--- src/rtl/serial_frame_rx_if.sv ---
// Bus bundle for serial_frame_rx: serial bit input, parallel word output and status pulses.
// Handshake: a word transfers on any clk edge where data_valid=1 and data_ready=1; data_out is held stable
// while data_valid=1 and not yet taken, and data_ready is ignored while data_valid=0.
interface serial_frame_rx_if #(
  parameter int DATA_W = 8
);
  logic              bit_en;
  logic              serial_in;
  logic              data_ready;
  logic [DATA_W-1:0] data_out;
  logic              data_valid;
  logic              busy;
  logic              frame_err;
  logic              parity_err;
  logic              overrun;
  logic [1:0]        state_dbg;

  modport master (
    output bit_en, serial_in, data_ready,
    input  data_out, data_valid, busy, frame_err, parity_err, overrun, state_dbg
  );

  modport slave (
    input  bit_en, serial_in, data_ready,
    output data_out, data_valid, busy, frame_err, parity_err, overrun, state_dbg
  );
endinterface

--- src/rtl/serial_frame_rx.sv ---
// Framed serial receiver: start 0, DATA_W data bits, optional even parity, stop 1, valid/ready output.
// Define SERIAL_FRAME_RX_PARITY_EN to insert the parity bit and enable parity_err.
module serial_frame_rx #(
  parameter int DATA_W    = 8,
  parameter bit LSB_FIRST = 1'b1
) (
  input logic              clk,
  input logic              rst,
  serial_frame_rx_if.slave bus
);
  localparam int CNT_W = $clog2(DATA_W + 1);
  localparam logic [CNT_W-1:0] LAST_BIT = CNT_W'(DATA_W - 1);

`ifdef SERIAL_FRAME_RX_PARITY_EN
  typedef enum logic [1:0] {S_IDLE = 2'd0, S_DATA = 2'd1, S_PARITY = 2'd2, S_STOP = 2'd3} state_t;
`else
  typedef enum logic [1:0] {S_IDLE = 2'd0, S_DATA = 2'd1, S_STOP = 2'd3} state_t;
`endif

  state_t            r_state;
  state_t            w_state_nxt;
  logic [CNT_W-1:0]  r_cnt;
  logic [CNT_W-1:0]  w_cnt_nxt;
  logic [DATA_W-1:0] r_shift;
  logic [DATA_W-1:0] w_shift_nxt;
  logic [DATA_W-1:0] r_data;
  logic              r_valid;
  logic              r_frame_err;
  logic              r_parity_err;
  logic              r_overrun;
  logic              w_stop_sample;
  logic              w_par_bad;
  logic              w_commit;
  logic              w_load;
  logic              w_consume;

`ifdef SERIAL_FRAME_RX_PARITY_EN
  // Running XOR of data bits, then of the parity bit: nonzero at STOP means mismatch.
  logic r_par;
  logic w_par_nxt;
`endif

  always_comb begin
    w_state_nxt   = r_state;
    w_cnt_nxt     = r_cnt;
    w_shift_nxt   = r_shift;
    w_stop_sample = 1'b0;
`ifdef SERIAL_FRAME_RX_PARITY_EN
    w_par_nxt     = r_par;
`endif
    if (bus.bit_en) begin
      case (r_state)
        S_IDLE: begin
          if (!bus.serial_in) begin
            w_state_nxt = S_DATA;
            w_cnt_nxt   = '0;
`ifdef SERIAL_FRAME_RX_PARITY_EN
            w_par_nxt   = 1'b0;
`endif
          end
        end
        S_DATA: begin
          if (LSB_FIRST) begin
            w_shift_nxt = {bus.serial_in, r_shift[DATA_W-1:1]};
          end else begin
            w_shift_nxt = {r_shift[DATA_W-2:0], bus.serial_in};
          end
          w_cnt_nxt = r_cnt + 1'b1;
`ifdef SERIAL_FRAME_RX_PARITY_EN
          w_par_nxt = r_par ^ bus.serial_in;
`endif
          if (r_cnt == LAST_BIT) begin
`ifdef SERIAL_FRAME_RX_PARITY_EN
            w_state_nxt = S_PARITY;
`else
            w_state_nxt = S_STOP;
`endif
          end
        end
`ifdef SERIAL_FRAME_RX_PARITY_EN
        S_PARITY: begin
          w_par_nxt   = r_par ^ bus.serial_in;
          w_state_nxt = S_STOP;
        end
`endif
        S_STOP: begin
          w_stop_sample = 1'b1;
          w_state_nxt   = S_IDLE;
        end
        default: w_state_nxt = S_IDLE;
      endcase
    end
  end

`ifdef SERIAL_FRAME_RX_PARITY_EN
  assign w_par_bad = r_par;
`else
  assign w_par_bad = 1'b0;
`endif

  assign w_commit  = w_stop_sample & bus.serial_in & ~w_par_bad;
  assign w_consume = r_valid & bus.data_ready;
  // A held word blocks a new one unless it is being taken on this same edge.
  assign w_load    = w_commit & (~r_valid | bus.data_ready);

  always_ff @(posedge clk or posedge rst) begin
    if (rst) begin
      r_state <= S_IDLE;
      r_cnt   <= '0;
      r_shift <= '0;
`ifdef SERIAL_FRAME_RX_PARITY_EN
      r_par   <= 1'b0;
`endif
    end else begin
      r_state <= w_state_nxt;
      r_cnt   <= w_cnt_nxt;
      r_shift <= w_shift_nxt;
`ifdef SERIAL_FRAME_RX_PARITY_EN
      r_par   <= w_par_nxt;
`endif
    end
  end

  always_ff @(posedge clk or posedge rst) begin
    if (rst) begin
      r_data       <= '0;
      r_valid      <= 1'b0;
      r_frame_err  <= 1'b0;
      r_parity_err <= 1'b0;
      r_overrun    <= 1'b0;
    end else begin
      if (w_load) begin
        r_data  <= r_shift;
        r_valid <= 1'b1;
      end else if (w_consume) begin
        r_valid <= 1'b0;
      end
      r_frame_err  <= w_stop_sample & ~bus.serial_in;
      r_parity_err <= w_stop_sample & w_par_bad;
      r_overrun    <= w_commit & r_valid & ~bus.data_ready;
    end
  end

  assign bus.data_out   = r_data;
  assign bus.data_valid = r_valid;
  assign bus.busy       = (r_state != S_IDLE);
  assign bus.frame_err  = r_frame_err;
  assign bus.parity_err = r_parity_err;
  assign bus.overrun    = r_overrun;
  assign bus.state_dbg  = r_state;
endmodule

--- src/flat_wrapper.sv ---
// flat-port wrapper written by rule: the top's interface ports become plain ports
module serial_frame_rx_flat 
#(
  parameter int DATA_W    = 8,
  parameter bit LSB_FIRST = 1'b1
)
  (clk, rst, bus_bit_en, bus_serial_in, bus_data_ready, bus_data_out, bus_data_valid, bus_busy, bus_frame_err, bus_parity_err, bus_overrun, bus_state_dbg);
  serial_frame_rx_if #(.DATA_W(DATA_W)) bus_i ();
  input logic clk;
  input logic rst;
  input wire logic [$bits(bus_i.bit_en)-1:0] bus_bit_en;
  input wire logic [$bits(bus_i.serial_in)-1:0] bus_serial_in;
  input wire logic [$bits(bus_i.data_ready)-1:0] bus_data_ready;
  output wire logic [$bits(bus_i.data_out)-1:0] bus_data_out;
  output wire logic [$bits(bus_i.data_valid)-1:0] bus_data_valid;
  output wire logic [$bits(bus_i.busy)-1:0] bus_busy;
  output wire logic [$bits(bus_i.frame_err)-1:0] bus_frame_err;
  output wire logic [$bits(bus_i.parity_err)-1:0] bus_parity_err;
  output wire logic [$bits(bus_i.overrun)-1:0] bus_overrun;
  output wire logic [$bits(bus_i.state_dbg)-1:0] bus_state_dbg;
  assign bus_i.bit_en = bus_bit_en;
  assign bus_i.serial_in = bus_serial_in;
  assign bus_i.data_ready = bus_data_ready;
  assign bus_data_out = bus_i.data_out;
  assign bus_data_valid = bus_i.data_valid;
  assign bus_busy = bus_i.busy;
  assign bus_frame_err = bus_i.frame_err;
  assign bus_parity_err = bus_i.parity_err;
  assign bus_overrun = bus_i.overrun;
  assign bus_state_dbg = bus_i.state_dbg;
  serial_frame_rx #(.DATA_W(DATA_W), .LSB_FIRST(LSB_FIRST)) u_core (.clk(clk), .rst(rst), .bus(bus_i));
endmodule
--- config.mk ---
export PLATFORM = sky130hd
export DESIGN_NAME = serial_frame_rx_flat
export DESIGN_NICKNAME = d
export VERILOG_FILES = /design/src/rtl/serial_frame_rx_if.sv /design/src/rtl/serial_frame_rx.sv /design/src/flat_wrapper.sv
export SDC_FILE = /design/constraint.sdc
export NUM_CORES = 1
export LEC_CHECK = 0
export CAP_MARGIN = 20
export CORE_MARGIN = 1.5
export CORE_UTILIZATION = 45
export CTS_CLUSTER_SIZE = 10
export DETAILED_ROUTE_END_ITERATION = 16
export GPL_TIMING_DRIVEN = 0
export PLACE_DENSITY = 0.72
export SYNTH_ARGS = -nofsm -noshare
export SYNTH_HDL_FRONTEND = slang
export SYNTH_SLANG_ARGS = --single-unit
export TNS_END_PERCENT = 30
--- constraint.sdc ---
create_clock -name clk -period 1.4 [get_ports clk]
set_clock_uncertainty 0.05 [all_clocks]
set_input_delay 0.28 -clock clk [delete_from_list [all_inputs] [get_ports clk]]
set_output_delay 0.28 -clock clk [all_outputs]
set_load 0.005 [all_outputs]
==> impl_metrics.py <==
metrics = {
    "power_and_ir_drop": {
        "ir_worst_vdd_uv": 990.5,
        "p_leak_nw": 0.6931,
        "p_per_area_nw_per_um2": 1918,
    },
    "timing": {
        "rsz0062_at_grt": "true",
        "tns_ps": -223.2,
        "finalHoldViolCount": 0,
        "fmax_mhz": 660.9,
        "post-route-min-period_ps": 1513,
        "slew_headroom": 0.3818,
        "fin_crit_sh": 1.081,
        "finalWorstSetupSlack_ps": -113.0,
        "tightest_slew_ps": 926.3,
        "slew_violations": 0,
        "finalSetupViolations": 9,
    },
    "synth": {
        "syn_area_per_cell_sq_um": 13.78,
        "synthCells": 79,
        "syn-cell-area_sq_um": 1089,
        "synth_seq_area_share": 0.5747,
        "synth_largest_area_cell": "dfrtp_1",
        "mappedNetlistNets": 85,
        "ys_seq_elements": 25,
        "synthTopCellsByArea": "dfrtp_1, mux2_4, mux2_2",
        "synth_top_area_frac": 0.5747,
        "ys_types": 27,
        "synth_warnings": 0,
    },
    "setup_path": {
        "r2r_cells": 5,
        "r2r-end": "u_core.bus.data_out[7]",
        "crit_path_top_delay_cell": "dfrtp_1",
        "crit_end": "bus_busy",
        "cpPeakStageDelay_ps": 410,
        "startpoint_type": "flop",
        "r2r_start": "u_core.bus.state_dbg[1]",
        "cp_data_required_time_ps": 1070,
        "path_max_fanout": 2,
        "rrSetupSlack_ps": -20,
        "critPathCaptureType": "output port",
        "critPathMostFrequentCell": "buf_6",
        "crit_type": "flop to output port",
        "worst_ep_arrival_time_ps": 1180,
        "cp-startpoint": "u_core.bus.state_dbg[0]",
        "crit_chain": "buf_6 -> or2_4 -> buf_6",
    },
    "layout": {
        "drive_gt1_frac": 0.3714,
        "nets": 112,
        "nFillCells": 188,
        "regArea_sq_um": 626.9,
        "syn_to_final_growth_pct": 28.62,
        "multi_input_area_sq_um": 427.9,
        "fin_util": 0.6210,
        "n_antenna_cell": 0,
    },
    "cts": {
        "clkSinkCount": 25,
        "ctsHoldBuffers": 0,
        "cts_tree": "built",
        "clk_latency_ps": 320,
        "path_clk_slew_ps": 130,
        "cts_htree_levels": 1,
        "root_buffer": "clkbuf_4",
        "cts_buffer_depth": 2,
        "numCtsBuffers": 3,
    },
    "detailed_routing": {
        "met2_length_um": 858,
        "drt_pass1_iterations": 3,
        "wl_per_cell_um": 13.41,
        "routed_wl_mm": 1.784,
        "drt_first_iter_violations": 2,
        "drc": 0,
        "ant_nets": 0,
        "via_per_inst": 5.128,
        "top_layer": "met4",
        "wl_met3_um": 66,
        "dr_total_vias": 682,
        "m1WireLength_um": 832,
    },
    "floorplan": {
        "boundaryPins": 20,
        "start_util": 0.4828,
        "core_area_sq_um": 2255,
        "die_area_sq_um": 2723,
        "die_h_um": 52.19,
        "rows": 17,
        "die_x_um": 52.19,
    },
    "run_status": {
        "outcome": "complete, but fails checks",
        "violations": "setup timing",
    },
    "flow_run": {
        "maxCapViolCount": 0,
    },
    "global_routing": {
        "grt_pass1_wl_mm": 2.980,
        "grt-ovfl-total": 0,
        "antenna_found_initial": 0,
        "grtUsageTotal": 0.1500,
        "grt_max_degree": 26,
        "grt_pass1_vias": 685,
    },
    "place": {
        "gp_congestion": 0.7132,
        "dp_hpwl_mm": 1.193,
        "io_buffers": 17,
    },
    "worst_hold_path": {
        "hold_start": "bus_bit_en",
        "min_path_type": "input pin to flop",
    },
}
## routing by layer
| layer | vias to the layer above | track usage |
|---|---|---|
| li1 | 324 | - |
| met1 | 341 | 0.2008 |
| met2 | 13 | 0.2405 |
| met3 | 4 | 0.02571 |
| met4 | 0 | 0.06410 |
| met5 | - | 0 |
## through the flow
stage          instance area [sq um]  power (mW)  hold slack [ps]  std cells  setup WS, ps
6_report                        1400       2.686            189.6        133        -113.0
3_5_place_dp                    1294       2.257            433.4        124        -349.3
5_1_grt                         1400       2.864            190.5        133        -158.4
4_1_cts                         1374       2.645            176.5        132        -115.8
2_1_floorplan                   1089       1.839            257.3         79         48.84
3_3_place_gp                    1294       2.207            423.5        124        -342.3
## logic make-up after synthesis
family,count (synthesis),synth area share
compound gates,10,0.05978
fa+ha+maj,1,0.01149
buf+inv,11,0.05862
flops,25,0.5747
mux,16,0.1920
other cells,1,0.003445
simple gates,15,0.1000
## cell usage in the layout, fill, tap and decap left out
cell / count
a21oi_1: 2
a31oi_1: 1
a41oi_1: 1
and3_1: 1
and4bb_2: 1
buf_4: 5
buf_6: 4
buf_8: 2
clkbuf_4: 3
clkdlybuf4s15_1: 1
clkdlybuf4s50_1: 3
clkinvlp_4: 1
conb_1: 1
dfrtp_1: 24
dfrtp_2: 1
dlygate4sd2_1: 12
ha_2: 1
inv_1: 6
mux2_2: 7
mux2_4: 8
mux2i_1: 1
nand2_1: 3
nand2b_1: 2
nand3_1: 1
nand3b_4: 1
nand4_4: 1
nor2_1: 2
nor2b_1: 1
nor2b_2: 1
o211a_4: 1
o21ai_0: 3
o22ai_1: 1
o32ai_2: 1
or2_4: 1
## synthesized netlist by cell type (all sizes together)
cell	count
a41oi	1
mux2	15
or2	1
o21ai	3
inv	6
a31oi	1
nand2b	2
conb	1
nand2	3
nand4	1
buf	5
nor2	2
a21oi	2
nand3b	1
nand3	1
mux2i	1
o32ai	1
nor2b	2
ha	1
dfrtp	25
and3	1
o22ai	1
and4bb	1
o211a	1
## layout make-up
class,instances,share of cell area
plain buffers,5,0.03753
clock buffers,3,0.01609
clock inverters,1,0.005362
inverters,6,0.01609
multi-input cells,43,0.3056
flip-flops and latches,25,0.4477
well taps,28,0.02502
repair buffers,22,0.1466
## sequential cells by signal (all words and copies together), names as in the netlist
name                   count
u_core.bus.data_out        8
u_core.bus.data_valid      1
u_core.bus.frame_err       1
u_core.bus.overrun         1
u_core.bus.state_dbg       2
u_core.r_cnt               4
u_core.r_shift             8
## power by group
group	internal, mW	switching [mW]	total [mW]
clock network	0.109	0.226	0.336
registers	1.01	0.196	1.21
logic	0.730	0.410	1.14
total	1.85	0.832	2.69
## worst min path at each step
stage                                         end  slack (ps)  depth (start not counted)
after floorplan            u_core.bus.data_out[0]         260                          1
after global placement            u_core.r_cnt[3]         420                          1
after detailed placement          u_core.r_cnt[3]         430                          1
after CTS                 u_core.bus.state_dbg[0]         180                          2
after global routing      u_core.bus.state_dbg[0]         190                          2
final                     u_core.bus.state_dbg[0]         190                          2
## timing repair
action	in CTS	in global routing
buffers inserted	4	1
pin swaps	1	2
resized for setup	26	5
endpoints found under the setup margin	22	16
## worst max-delay path, delay by kind of cell, from the launching register on
kind                   cells  cell delay (ps)
buffers and inverters      2              230
DFF                        1              410
and+or+nand+nor            1              220
Note: power is estimated with default switching activity, not from simulation.
